`src/rtl/univ_shift_pkg.sv`:
```
`default_nettype none
// ============================================================================
// Module      : univ_shift_pkg
// Description : Shared types for the universal shift register: the parallel
//               mode encodings, the burst FSM state type and a helper that
//               sizes the burst bit counter.
// Revision    : 1.0 - initial release
// ============================================================================
package univ_shift_pkg;

  // Operating mode presented on the 2-bit mode port while idle.
  typedef enum logic [1:0] {
    MODE_HOLD = 2'b00,
    MODE_SHR  = 2'b01,
    MODE_SHL  = 2'b10,
    MODE_LOAD = 2'b11
  } mode_e;

  // Burst FSM state encoding.
  typedef enum logic [1:0] {
    ST_IDLE  = 2'b00,
    ST_SHIFT = 2'b01,
    ST_DONE  = 2'b10
  } state_e;

  // Counter width able to hold the value WIDTH itself (a full burst length).
  function automatic int cnt_width(input int width);
    return $clog2(width + 1);
  endfunction

endpackage : univ_shift_pkg
`default_nettype wire

```
`src/rtl/bit_counter.sv`:
```
`default_nettype none
// ============================================================================
// Module      : bit_counter
// Description : Burst bit counter. Loads the burst length WIDTH, counts down
//               by one on each qualified decrement and saturates at zero so
//               it can never wrap.
// Ports       : clk    - clock, rising edge
//               reset  - asynchronous active-low reset (clears count)
//               load   - load count with WIDTH (priority over dec)
//               dec    - decrement by one when nonzero
//               cnt    - current count
//               zero   - count equals zero
// Revision    : 1.0 - initial release
// ============================================================================
module bit_counter
  import univ_shift_pkg::*;
#(
  parameter int WIDTH = 4
) (
  input  logic                        clk,
  input  logic                        reset,
  input  logic                        load,
  input  logic                        dec,
  output logic [cnt_width(WIDTH)-1:0] cnt,
  output logic                        zero
);

  localparam int CW = cnt_width(WIDTH);
  localparam logic [CW-1:0] c_load_val = CW'(WIDTH);

  logic [CW-1:0] r_cnt;

  always_ff @(posedge clk or negedge reset) begin
    if (!reset) begin
      r_cnt <= '0;
    end else if (load) begin
      r_cnt <= c_load_val;
    end else if (dec && (r_cnt != '0)) begin
      r_cnt <= r_cnt - CW'(1);
    end
  end

  assign cnt  = r_cnt;
  assign zero = (r_cnt == '0);

endmodule : bit_counter
`default_nettype wire

```
`src/rtl/univ_shift_reg.sv`:
```
`default_nettype none
// ============================================================================
// Module      : univ_shift_reg
// Description : Universal shift register with hold / shift-right /
//               shift-left / parallel-load modes, optional rotate behaviour,
//               and a serial burst engine that loads a word and shifts it out
//               LSB first on ser_out_r, followed by a one-cycle done pulse.
// Ports       : clk       - clock, rising edge
//               reset     - asynchronous active-low reset
//               enable    - advance qualifier; 0 freezes all state
//               mode      - 00 HOLD, 01 SHR, 10 SHL, 11 LOAD (idle only)
//               sin       - serial fill bit (ignored when ROTATE=1)
//               data      - parallel load / burst source word
//               start     - burst request, honoured in IDLE only
//               out       - register contents
//               ser_out_r - out[0]
//               ser_out_l - out[WIDTH-1]
//               busy      - burst in progress (state SHIFT)
//               done      - one-cycle burst completion pulse (state DONE)
// Revision    : 1.0 - initial release
// ============================================================================
module univ_shift_reg
  import univ_shift_pkg::*;
#(
  parameter int WIDTH  = 4,
  parameter int ROTATE = 0
) (
  input  logic             clk,
  input  logic             reset,
  input  logic             enable,
  input  logic [1:0]       mode,
  input  logic             sin,
  input  logic [WIDTH-1:0] data,
  input  logic             start,
  output logic [WIDTH-1:0] out,
  output logic             ser_out_r,
  output logic             ser_out_l,
  output logic             busy,
  output logic             done
);

  localparam int CW = cnt_width(WIDTH);

  state_e           r_state;
  state_e           w_state_next;
  logic [WIDTH-1:0] r_out;
  logic [WIDTH-1:0] w_out_next;
  logic             r_busy;
  logic             r_done;

  logic             w_cnt_load;
  logic             w_cnt_dec;
  logic [CW-1:0]    w_cnt;
  logic             w_cnt_zero;
  logic             w_cnt_last;

  logic             w_shr_fill;
  logic             w_shl_fill;
  logic [WIDTH-1:0] w_shr_val;
  logic [WIDTH-1:0] w_shl_val;

  // --------------------------------------------------------------------------
  // Fill bits: rotate wraps the opposite end around, otherwise sin is used.
  // --------------------------------------------------------------------------
  if (ROTATE != 0) begin : g_rotate
    assign w_shr_fill = r_out[0];
    assign w_shl_fill = r_out[WIDTH-1];
  end else begin : g_serial
    assign w_shr_fill = sin;
    assign w_shl_fill = sin;
  end

  assign w_shr_val = {w_shr_fill, r_out[WIDTH-1:1]};
  assign w_shl_val = {r_out[WIDTH-2:0], w_shl_fill};

  // --------------------------------------------------------------------------
  // Burst length counter
  // --------------------------------------------------------------------------
  bit_counter #(
    .WIDTH (WIDTH)
  ) u_bit_counter (
    .clk   (clk),
    .reset (reset),
    .load  (w_cnt_load),
    .dec   (w_cnt_dec),
    .cnt   (w_cnt),
    .zero  (w_cnt_zero)
  );

  assign w_cnt_last = (w_cnt == CW'(1));

  // --------------------------------------------------------------------------
  // Next-state / datapath logic. With enable low every next value equals the
  // current one, so state, data and a pending done pulse are all held.
  // --------------------------------------------------------------------------
  always_comb begin
    w_state_next = r_state;
    w_out_next   = r_out;
    w_cnt_load   = 1'b0;
    w_cnt_dec    = 1'b0;

    if (enable) begin
      case (r_state)
        ST_IDLE: begin
          if (start) begin
            // A burst request outranks whatever mode is presented.
            w_out_next   = data;
            w_cnt_load   = 1'b1;
            w_state_next = ST_SHIFT;
          end else begin
            case (mode_e'(mode))
              MODE_HOLD: w_out_next = r_out;
              MODE_SHR:  w_out_next = w_shr_val;
              MODE_SHL:  w_out_next = w_shl_val;
              MODE_LOAD: w_out_next = data;
              default:   w_out_next = r_out;
            endcase
          end
        end

        ST_SHIFT: begin
          w_out_next = w_shr_val;
          w_cnt_dec  = 1'b1;
          // The zero check only guards against an impossible empty burst.
          if (w_cnt_last || w_cnt_zero) begin
            w_state_next = ST_DONE;
          end
        end

        ST_DONE: begin
          w_state_next = ST_IDLE;
        end

        default: begin
          w_state_next = ST_IDLE;
        end
      endcase
    end
  end

  // --------------------------------------------------------------------------
  // State registers. busy/done are flopped from the next state so they are
  // glitch-free and mutually exclusive.
  // --------------------------------------------------------------------------
  always_ff @(posedge clk or negedge reset) begin
    if (!reset) begin
      r_state <= ST_IDLE;
      r_out   <= '0;
      r_busy  <= 1'b0;
      r_done  <= 1'b0;
    end else begin
      r_state <= w_state_next;
      r_out   <= w_out_next;
      r_busy  <= (w_state_next == ST_SHIFT);
      r_done  <= (w_state_next == ST_DONE);
    end
  end

  assign out       = r_out;
  assign ser_out_r = r_out[0];
  assign ser_out_l = r_out[WIDTH-1];
  assign busy      = r_busy;
  assign done      = r_done;

endmodule : univ_shift_reg
`default_nettype wire
```
`config.mk`:
```
export PLATFORM = sky130hd
export DESIGN_NAME = univ_shift_reg
export DESIGN_NICKNAME = d
export VERILOG_FILES = /design/src/rtl/univ_shift_pkg.sv /design/src/rtl/bit_counter.sv /design/src/rtl/univ_shift_reg.sv
export SDC_FILE = /design/constraint.sdc
export NUM_CORES = 1
export LEC_CHECK = 0
export BUFFER_PORTS_ARGS = -buffer_cell sky130_fd_sc_hd__clkbuf_2
export CAP_MARGIN = 0
export CORE_UTILIZATION = 38
export CTS_CLUSTER_DIAMETER = 30
export DETAILED_ROUTE_END_ITERATION = 7
export SLEW_MARGIN = 0
export SYNTH_ARGS = -nofsm -noshare
export SYNTH_HDL_FRONTEND = slang
export SYNTH_SLANG_ARGS = --single-unit
```
`constraint.sdc`:
```
create_clock -name clk -period 1.6 [get_ports clk]
set_input_delay 0.08 -clock clk [delete_from_list [all_inputs] [get_ports clk]]
set_output_delay 0.08 -clock clk [all_outputs]
set_load 0.02 [all_outputs]
```
Word-level counts from Yosys, hierarchy flattened
Cells that the tools add are included.

Register bits after elaboration: 11. Input bits: 11. Output and inout port bits: 8. Word-level logic and storage cells: 37.

Add/subtract/negate cells: 1. Eq/ne operators: 8. Mux-type cells: 14. Reduce and logical (&&, ||, !) cells: 9.

Operator list (count): $pmux 4 s3 (1); $pmux 4 s2 (1); $eq 2x1->1 const B (3); $eq 2x2->1 const B (3); $mux 2 (3); $mux 3 (2); $mux 1 (5); $logic_not 2->1 (2); $mux 4 (1); $pmux 2 s2 (1); $reduce_bool 2->1 (2); $eq 3x1->1 const B (1); $logic_not 3->1 (1); $ne 3x3->1 const B (1); $reduce_and 3->1 (1); $reduce_bool 3->1 (1); $sub 3x1->3 const B (1); $logic_and 1x1->1 (1); $logic_or 1x1->1 (1).

Depth between registers and ports, before layout
Gate-level depths: netlist of the first run.

Word-level depth: 6. Gate-level depth with buffers: 6.

By module
From an unflattened synthesis of the first run, not the netlist that was laid out.

Cells, all modules: 70. Area, all modules: 674.4 µm².

Modules (own cells, without submodules): univ_shift_reg (instances 1, cells each 53, area an instance 490.5 µm², sequential area each 200.2 µm²); bit_counter (instances 1, cells each 17, area an instance 183.9 µm², sequential area each 75.1 µm²).

Least setup slack after synthesis of the first run
Ideal clock, no wire load.

Kind: register to register. Start: register u_bit_counter.r_cnt[0] (netlist: u_bit_counter.cnt[0]). End: register u_bit_counter.r_cnt[1] (netlist: u_bit_counter.cnt[1]). Setup time: 0.121 ns. Arrival time: 1.219 ns. Path slack: 0.260 ns. Cell stages (with the launch flop): 7. Clock period less this slack: 1.340 ns. Cell sequence: dfrtp_1 inv_1 ha_1 nor2b_1 nand2b_1 o21ai_1 a22o_1.

Word-level cells in the longest chain between the ends: 3.

RTL lines: start: declaration (RTL line bit_counter.sv:31) `logic [CW-1:0] r_cnt;`; start signal: assignment (RTL line bit_counter.sv:37) `r_cnt <= c_load_val;`; start signal: assignment (RTL line bit_counter.sv:39) `r_cnt <= r_cnt - CW'(1);`; $sub 3x1->3 or $reduce_bool 3->1 (tied branches) (RTL line bit_counter.sv:39, bit_counter.sv:38); $mux 3 or $logic_and 1x1->1 (tied branches) (RTL line bit_counter.sv:38) `end else if (dec && (r_cnt != '0)) begin`; $mux 3 or $reduce_bool 2->1 (tied branches).

Several ways; a longest one is shown, not always the timed one. The select of a mux whose other input is x is not followed. A chain may end at the register's enable or synchronous reset.

Worst setup path in the final report of the first run
Same ends and word-level chain as after synthesis.

==> results.md, run 1 <==
- Mux contribution to synthesized area: 0.127
- CTS sink cnt: 11
- Detail Placement HPWL: 943 µm
- Final Hold Vio Count: 0
- Commonest cells after routing, fill and taps aside: 18 x clkbuf_2, 11 x dfrtp_1, 10 x nand2_1, 8 x o21ai_1
- Via-to-Cell Ratio: around 5.2
- Status: finished clean
- Crit path time final: 1.50 ns
- CP arrival: ~1.7 ns
- Aggregate global-route resource usage: 0.150
- Core area: 0.00158 mm²
- Placer Congestion: a little over 0.7
- Hold buffers post-CTS: 1
- # diodes: 0
- Drc violations: 0
- Adder-Cell Fraction of Synth Area: 0.0561
- TNS Setup: 0 ns
- Crit-path max FO: 5
- H-tree level count: 1
- Grt ovf: 0
- Final period util: 0.937
- Die area: ~0.0019 mm²
- First-pass GRT wire length: 2.11 mm
- Area after DPL: between 700 and 800 µm²
- Final wirelength: between 1 and 1.5 mm
- Fin area: 803 µm²
- Most common cell after layout, fill and taps aside: clkbuf_2
- Clk slew on worst S/H paths: about 0.070 ns
- Final number of max-transition violations: 0
- Clock Latency Late Sink: about 0.26 ns
- Pre-Repair DR Iteration Count: 6
- Fillers: around 160
- Maximum clock path buffer count: 2
- Worst setup SP type: register
- Maximum VDD drop: 0.717 mV
- CTS Buf Count: 3
- Max-Cap Viols: 0
- HP Class: input pin to register
- Tightest Pin Transition: around 0.46 ns
- Port Buffers: 18
- Vias in the first global route: roughly 490
- Distinct cells, synth: 24
- Mapped cell area: between 600 and 700 µm²
- Die height: around 44 µm
- Per-cell routed wire length: 11.8 µm
- Number of nets still failing antenna checks after routing: 0
- Initial DRC count: 14
- Delay of the slowest cell on the worst path: 0.42 ns
- Yosys warning count: 0
- Clock root buffer: clkbuf_4
- Area Growth Syn to Fin: 20.0%
- Slew headroom: 0.690
- Seq/Total Area, Yosys: 0.411
- Post-cts sizing count: 0
- Post-synthesis area per instance: approximately 10 µm²
- Starting Density: 0.425
- Setup bufs post-CTS: 0
- Largest net degree at the start of global routing: 12
- Die Width: between 40 and 50 µm
- Simple-gate share of the synthesized area: 0.129
- I/O pin total: 19
- Main combinational cell family by area after synthesis: compound AO/OA/AOI/OAI gates
- CP Cell Sequence: inv_1 > ha_1 > nor2b_1 > nand2b_1 > o21ai_1 > a22o_1
- Initial antenna violation count: 0
- Ratio of cells with drive above 1 in the final layout: 0.299
- # nets final: just over 100
- Skew final: 0.00475 ns
- Critical path class: register to register
- Slowest-stage cell, CP: dfrtp_1
- Place WS: between 0.1 and 0.15 ns
- CTS tree: yes
- Post-synthesis compound-gate area fraction: 0.230
- CP endpoint kind: register
- Setup slack after layout: between 0.1 and 0.15 ns
- Routed vias: 536
- Row cnt: 14
- Pwr per Cell Area: between 1500 and 2000 mW/mm²
- Leakage power: 0.000385 µW
- Req. time, crit path: around 1.8 ns
- Final setup fails: 0
- Xor and xnor area share after synthesis: 0
- F_max: around 0.67 GHz
- Synthesized flop and latch total: 11
- Mapped Cells: between 60 and 70
- Synth Net Count: 80
- Unrepaired setup endpoints after global routing: no
## registers in the layout (all words and copies together), names as in the netlist
signal / flops
busy: 1
done: 1
out: 4
r_state: 2
u_bit_counter.cnt: 3
## final cells by class
| class | instances | area, µm² | share of cell area |
|---|---|---|---|
| Timing Repair Buffer | 20 | 108 | 0.134 |
| Inverter | 3 | 11.3 | 0.0140 |
| Sequential cell | 11 | 275 | 0.343 |
| Tap cell | 16 | 20.0 | 0.0249 |
| Clock buffer | 4 | 26.3 | 0.0327 |
| Multi-Input combinational cell | 49 | 363 | 0.452 |
## logic make-up (layout without fill, tap and decap cells)
logic type | Yosys count | count (layout)
adders and majority gates | 3 | 3
and+or+nand+nor | 19 | 19
AOI/OAI and AO/OA | 19 | 19
DFF | 11 | 11
muxes | 8 | 8
buffers and inverters | 6 | 27
## worst paths after layout
kind | start | endpoint | slack, ns | cells past startpoint
setup / recovery | u_bit_counter.cnt[0]$_DFFE_PN0P_ | u_bit_counter.cnt[1]$_DFFE_PN0P_ | 0.10 | 6
hold / removal | enable | done$_DFF_PN0_ | 0.06 | 2
setup reg to reg | u_bit_counter.cnt[0]$_DFFE_PN0P_ | u_bit_counter.cnt[1]$_DFFE_PN0P_ | 0.10 | 6
hold reg to reg | r_state[1]$_DFF_PN0_ | busy$_DFF_PN0_ | 0.49 | 1
max in group asynchronous | reset | u_bit_counter.cnt[0]$_DFFE_PN0P_ | 1.16 | 2
min in group asynchronous | reset | r_state[1]$_DFF_PN0_ | 0.21 | 2
## cells in the mapped netlist
cell      count  share of area
nor2_2        1         0.0094
nor2b_1       2          0.019
buf_2         1         0.0075
o41ai_4       1          0.041
a21oi_4       1          0.024
mux2i_1       4          0.060
nand2b_1      1         0.0094
buf_4         2          0.022
o31ai_1       1          0.011
mux2_1        4          0.067
ha_1          3          0.056
a22oi_1       1          0.011
o221ai_1      1          0.013
a21oi_1       1         0.0075
and2b_1       1          0.011
o21ai_0       1         0.0075
nand3_1       1         0.0075
dfrtp_1      11           0.41
o21ba_2       1          0.015
o21ai_1       8          0.060
nor2_1        3          0.017
a22o_1        3          0.039
nand2_1      10          0.056
inv_1         3          0.017
## through the flow
stage	std cells	hold WS (ns)	util	power (µW)
2_1_floorplan	66	-0.216	-	1050
6_report	103	0.0626	0.510	1410
3_3_place_gp	98	-0.0231	0.487	1220
3_5_place_dp	98	-0.0266	0.487	1230
5_1_grt	103	0.0522	0.510	1540
4_1_cts	103	0.0573	0.510	1430
## critical path: cells and delay by family (launching register included)
family | cells | cell delay [ns]
AOI/OAI and AO/OA | 2 | 0.30
adders and majority gates | 1 | 0.18
buffers and inverters | 1 | 0.10
DFF | 1 | 0.42
and+or+nand+nor | 2 | 0.40
## layer usage
metal	wire length, µm	global-route usage	vias to the layer above
met1	576	0.184	242
met3	51	0.0375	2
met5	0	0	-
met2	572	0.245	17
met4	19	0.0727	0
li1	-	-	275
## where the power goes
part	internal, µW	total, µW	leakage, µW	switching [µW]
clock	96.3	185	0.0000150	88.7
sequential	397	509	0.000136	112
combinational	307	713	0.000234	406
total	801	1410	0.000385	607
(Power assumes the default switching activity.)
==> run 2, diff against run 1 <==
- CORE_UTILIZATION: 38 -> 40
- TNS_END_PERCENT: unset -> 1
==> results.md, run 2 (synthesized netlist as in run 1, its figures left out) <==
- Detail Placement HPWL: 908 µm (-3.7%)
- Commonest cells after routing, fill and taps aside: 18 x clkbuf_2, 11 x dfrtp_1, 10 x nand2_1, 8 x o21ai_1
- Critical path class: register to register
- CTS sink cnt: 11 (unchanged)
- Vias in the first global route: 458 (-7.3%)
- Core area: 0.00154 mm² (-2.2%)
- Number of flip-flops in the largest register: 4 (unchanged)
- Per-cell routed wire length: 11.3 µm (-4.3%)
- Grt ovf: 0 (unchanged)
- H-tree level count: 1 (unchanged)
- Maximum clock path buffer count: 2 (unchanged)
- Most common cell after layout, fill and taps aside: clkbuf_2
- Starting Density: 0.434 (+0.00965)
- Slew headroom: 0.690 (about the same)
- CTS Buf Count: 3 (unchanged)
- Final setup fails: 0 (unchanged)
- Skew final: 0.00312 ns (-0.00163 ns)
- Initial DRC count: 6 (-8)
- Pre-Repair DR Iteration Count: 4 (-2)
- First-pass GRT wire length: 1.96 mm (-7.2%)
- Unrepaired setup endpoints after global routing: no
- Die area: 0.00184 mm² (-4.8%)
- HP Class: input pin to register
- Final core utilization: 0.521 (+0.0116)
- CP endpoint kind: register
- Placer Congestion: 0.731 (+3.2%)
- Largest net degree at the start of global routing: 12 (unchanged)
- Status: finished clean
- Ratio of cells with drive above 1 in the final layout: 0.299 (unchanged)
- Row cnt: 14 (unchanged)
- Maximum VDD drop: 0.739 mV (+3.1%)
- Initial antenna violation count: 0 (unchanged)
- Worst setup SP type: register
- CTS tree: yes
- Area Growth Syn to Fin: 20.0% (unchanged)
- Req. time, crit path: 1.75 ns (about the same)
- Leakage power: 0.000385 µW (unchanged)
- Design Power: 1400 µW (-0.43%)
- # nets final: 102 (unchanged)
- Clk slew on worst S/H paths: 0.07 ns (about the same)
- Final number of max-transition violations: 0 (unchanged)
- Number of nets still failing antenna checks after routing: 0 (unchanged)
- Final wirelength: 1.17 mm (-4.3%)
- Die height: 42.9 µm (-2.4%)
- Clock Latency Late Sink: 0.26 ns (about the same)
- Die Width: 42.9 µm (-2.4%)
- Tightest Pin Transition: 0.464 ns (-0.000493 ns)
- # diodes: 0 (unchanged)
- Final Hold Vio Count: 0 (unchanged)
- TNS Setup: 0 ns (unchanged)
- Crit path time final: 1.46 ns (-0.0354 ns)
- Drc violations: 0 (unchanged)
- Port Buffers: 18 (unchanged)
- Via-to-Cell Ratio: 4.98 (-4.3%)
- I/O pin total: 19 (unchanged)
- Final period util: 0.915 (-0.0221)
- Clock root buffer: clkbuf_4
- Routed vias: 513 (-4.3%)
- Crit-path max FO: 5 (unchanged)
- Max-Cap Viols: 0 (unchanged)
- Worst hold slack: 0.0729 ns (+0.0104 ns)
- Fillers: 142 (-10%)
- Pwr per Cell Area: 1740 mW/mm² (-0.43%)
- CP arrival: 1.61 ns (-0.04 ns)
- Aggregate global-route resource usage: 0.151 (+0.00106)
- F_max: 0.683 GHz (+2.4%)
-- run 2: repair_timing --
action / in CTS / in global routing
setup buffers: 0 / 0
endpoints found under the hold margin: 11 / 0
gates resized for setup: 0 / 0
hold buffers: 1 / 0
-- run 2: power by group --
part,leakage (µW),internal (µW),total (µW),switching [µW]
clock,0.0000150,96.3,183,86.4
combinational,0.000234,308,720,411
sequential,0.000136,398,499,102
total,0.000385,802,1400,599
-- run 2: area by class of cell --
| type | count | area, µm² | share of cell area |
|---|---|---|---|
| Multi-Input combinational cell | 49 | 363 | 0.452 |
| Sequential cell | 11 | 275 | 0.343 |
| Timing Repair Buffer | 20 | 108 | 0.134 |
| Clock buffer | 4 | 26.3 | 0.0327 |
| Tap cell | 16 | 20.0 | 0.0249 |
| Inverter | 3 | 11.3 | 0.0140 |
-- run 2: per-layer routing --
layer / vias to the layer above / routed length [µm] / track usage / part of all wire
met4: 0 / 19 / 0.0750 / 0.016
met3: 2 / 36 / 0.0638 / 0.031
met1: 224 / 594 / 0.185 / 0.51
met5: - / 0 / 0 / 0
met2: 11 / 516 / 0.224 / 0.44
li1: 276 / - / - / -
-- run 2: worst max-delay path: stages (launching register included) --
cell,delay (ns)
dfrtp_1,0.42
inv_1,0.10
ha_1,0.19
nor2b_1,0.21
nand2b_1,0.16
o21ai_1,0.07
a22o_1,0.22
-- run 2: per-stage QoR --
stage / cell area, µm² / setup slack, ns / cells
after floorplan: 669 / 0.260 / 66
after CTS: 803 / 0.136 / 103
after global placement: 767 / 0.198 / 98
final: 803 / 0.136 / 103
after global routing: 803 / 0.0375 / 103
after detailed placement: 767 / 0.155 / 98
-- run 2: path summary, 6_finish.rpt --
check | from | end | slack [ns] | cells past startpoint
worst max-delay path | u_bit_counter.cnt[0]$_DFFE_PN0P_ | u_bit_counter.cnt[1]$_DFFE_PN0P_ | 0.14 | 6
worst min register to register | r_state[1]$_DFF_PN0_ | busy$_DFF_PN0_ | 0.48 | 1
worst min-delay path | enable | done$_DFF_PN0_ | 0.07 | 2
worst max register to register | u_bit_counter.cnt[0]$_DFFE_PN0P_ | u_bit_counter.cnt[1]$_DFFE_PN0P_ | 0.14 | 6
min in group asynchronous | reset | done$_DFF_PN0_ | 0.22 | 2
max in group asynchronous | reset | out[2]$_DFFE_PN0P_ | 1.17 | 2
==> run 3, diff against run 2 <==
- PLACE_DENSITY_LB_ADDON: unset -> 0.1
- SETUP_SLACK_MARGIN: unset -> 0.5
- clock period: 1.6 -> 1.3 ns (I/O delays scaled with it)
==> results.md, run 3 (synthesized netlist as in run 1, its figures left out) <==
- # diodes: 0 (unchanged)
- Slew headroom: 0.686 (-0.00392)
- Maximum VDD drop: 1.23 mV (+67%)
- Ratio of cells with drive above 1 in the final layout: 0.515 (+0.216)
- Area Growth Syn to Fin: 52.0%
- F_max: 0.797 GHz (+17%)
- Final wirelength: 1.46 mm (+25%)
- Row cnt: 14 (unchanged)
- TNS Setup: 0 ns (unchanged)
- Most common cell after layout, fill and taps aside: buf_4
- Tightest Pin Transition: 0.470 ns (+0.00585 ns)
- Setup slack after layout: 0.0446 ns (-0.0918 ns)
- Gate power share: 0.615 (+0.102)
- Placer Congestion: 0.727 (-0.60%)
- Port Buffers: 18 (unchanged)
- Clock root buffer: clkbuf_4
- Max-Cap Viols: 0 (unchanged)
- Core area: 0.00154 mm² (unchanged)
- Critical path class: register to register
- Design Power: 2320 µW (+66%)
- Leakage power: 0.000468 µW (+22%)
- CP arrival: 1.42 ns (-0.19 ns)
- Clock Latency Late Sink: 0.27 ns (about the same)
- I/O pin total: 19 (unchanged)
- Worst setup SP type: register
- Vias in the first global route: 535 (+17%)
- Clk network pwr share: 0.103 (-0.027)
- # nets final: 114 (+12%)
- Reg power frac: 0.282 (-0.074)
- Final Hold Vio Count: 0 (unchanged)
- Fin area: 0.00102 mm² (+27%)
- HP Class: input pin to register
- Final setup fails: 0 (unchanged)
- CTS tree: yes
- H-tree level count: 1 (unchanged)
- CTS Buf Count: 3 (unchanged)
- Crit-path max FO: 3 (-2)
- Psw: 923 µW (+54%)
- Sw frac: 0.397 (-0.0305)
- CP endpoint kind: register
- Number of flip-flops in the largest register: 4 (unchanged)
- Starting Density: 0.434 (unchanged)
- Die area: 0.00184 mm² (unchanged)
- Req. time, crit path: 1.47 ns (-0.28 ns)
- Status: finished clean
- Aggregate global-route resource usage: 0.169 (+0.0185)
- Die height: 42.9 µm (unchanged)
- Commonest cells after routing, fill and taps aside: 12 x buf_4, 11 x dfrtp_1, 10 x clkbuf_2, 9 x nand2_1, 9 x buf_6
- Place WS: -0.00537 ns (-0.161 ns)
- Pre-Repair DR Iteration Count: 4 (unchanged)
- Unrepaired setup endpoints after global routing: yes
- Maximum clock path buffer count: 2 (unchanged)
- Initial antenna violation count: 0 (unchanged)
- Crit path time final: 1.26 ns (-0.208 ns)
- Clk slew on worst S/H paths: 0.07 ns (about the same)
- CTS sink cnt: 11 (unchanged)
- Number of nets still failing antenna checks after routing: 0 (unchanged)
- Skew final: 0.00167 ns (-0.00145 ns)
- Largest net degree at the start of global routing: 12 (unchanged)
- Initial DRC count: 6 (unchanged)
- Pwr per Cell Area: 2280 mW/mm² (+31%)
- Routed vias: 585 (+14%)
- Per-cell routed wire length: 12.7 µm (+12%)
- Area after DPL: 830 µm² (+8.2%)
- Drc violations: 0 (unchanged)
- Final number of max-transition violations: 0 (unchanged)
- Detail Placement HPWL: 1.01 mm (+11%)
- Final period util: 0.966 (+0.0510)
- Via-to-Cell Ratio: 5.09 (+2.1%)
- Die Width: 42.9 µm (unchanged)
- First-pass GRT wire length: 2.21 mm (+13%)
- Grt ovf: 0 (unchanged)
- Internal: 1400 µW (+75%)
-- run 3: changes by cell type in the layout (fill, tap and decap cells not counted), moves of 2 or more --
cell	previous run	this run
ha_4	0	2
ha_1	3	0
buf_6	0	9
inv_2	0	2
clkbuf_2	18	10
buf_4	1	12
inv_1	3	0
-- run 3: timing repair --
action                                 CTS  global route
setup endpoints to repair               19            19
endpoints found under the hold margin   11             0
gates resized for setup                  6            34
setup buffers                            5             1
pin swaps                                4             5
hold buffers                             1             0
gates cloned                             0             0
-- run 3: cell type report --
class	instances	area (µm²)
tap	16	20.0
fill	126	524
sequential	11	275
inverter	3	13.8
timing repair buffer	32	251
clock buffer	4	26.3
multi-input combinational	49	430
-- run 3: path summary, 6_finish.rpt --
path                                             startpoint                                to  slack [ns]  depth (start not counted)
setup reg to reg           u_bit_counter.cnt[1]$_DFFE_PN0P_              r_state[0]$_DFF_PN0_        0.04                          6
hold reg to reg                          out[0]$_DFFE_PN0P_                out[0]$_DFFE_PN0P_        0.57                          2
min in group asynchronous                             reset  u_bit_counter.cnt[1]$_DFFE_PN0P_        0.20                          2
hold / removal                                       enable              r_state[1]$_DFF_PN0_        0.04                          2
setup / recovery           u_bit_counter.cnt[1]$_DFFE_PN0P_              r_state[0]$_DFF_PN0_        0.04                          6
max in group asynchronous                             reset                    busy$_DFF_PN0_        0.88                          2
-- run 3: per-layer routing --
metal	vias up	wire (µm)	GRT usage
met1	267	643	0.204
met2	13	727	0.258
met4	0	23	0.0938
met3	4	62	0.0638
li1	301	-	-
met5	-	0	0
-- run 3: power groups by stage --
| stage | combinational (µW) | sequential, µW | clock, µW |
|---|---|---|---|
| floorplan | 620 | 718 | 0 |
| global placement | 1030 | 624 | 0 |
| detailed placement | 1030 | 628 | 0 |
| CTS | 1200 | 626 | 251 |
| global route | 1540 | 673 | 266 |
| finish | 1430 | 655 | 240 |
-- run 3: worst max-delay path, stage by stage (launching register included) --
cell and delay [ns]:
dfrtp_1 0.40, inv_2 0.08, buf_4 0.12, ha_4 0.12, o21ba_4 0.16, o21ai_2 0.05
a22o_1 0.22
-- run 3: stage by stage --
stage	utilization	std cells	hold WS (ns)
floorplan	-	66	-0.231
global placement	0.538	104	-0.0410
detailed placement	0.538	104	-0.0408
CTS	0.601	114	0.0377
global route	0.660	115	0.0532
finish	0.660	115	0.0364
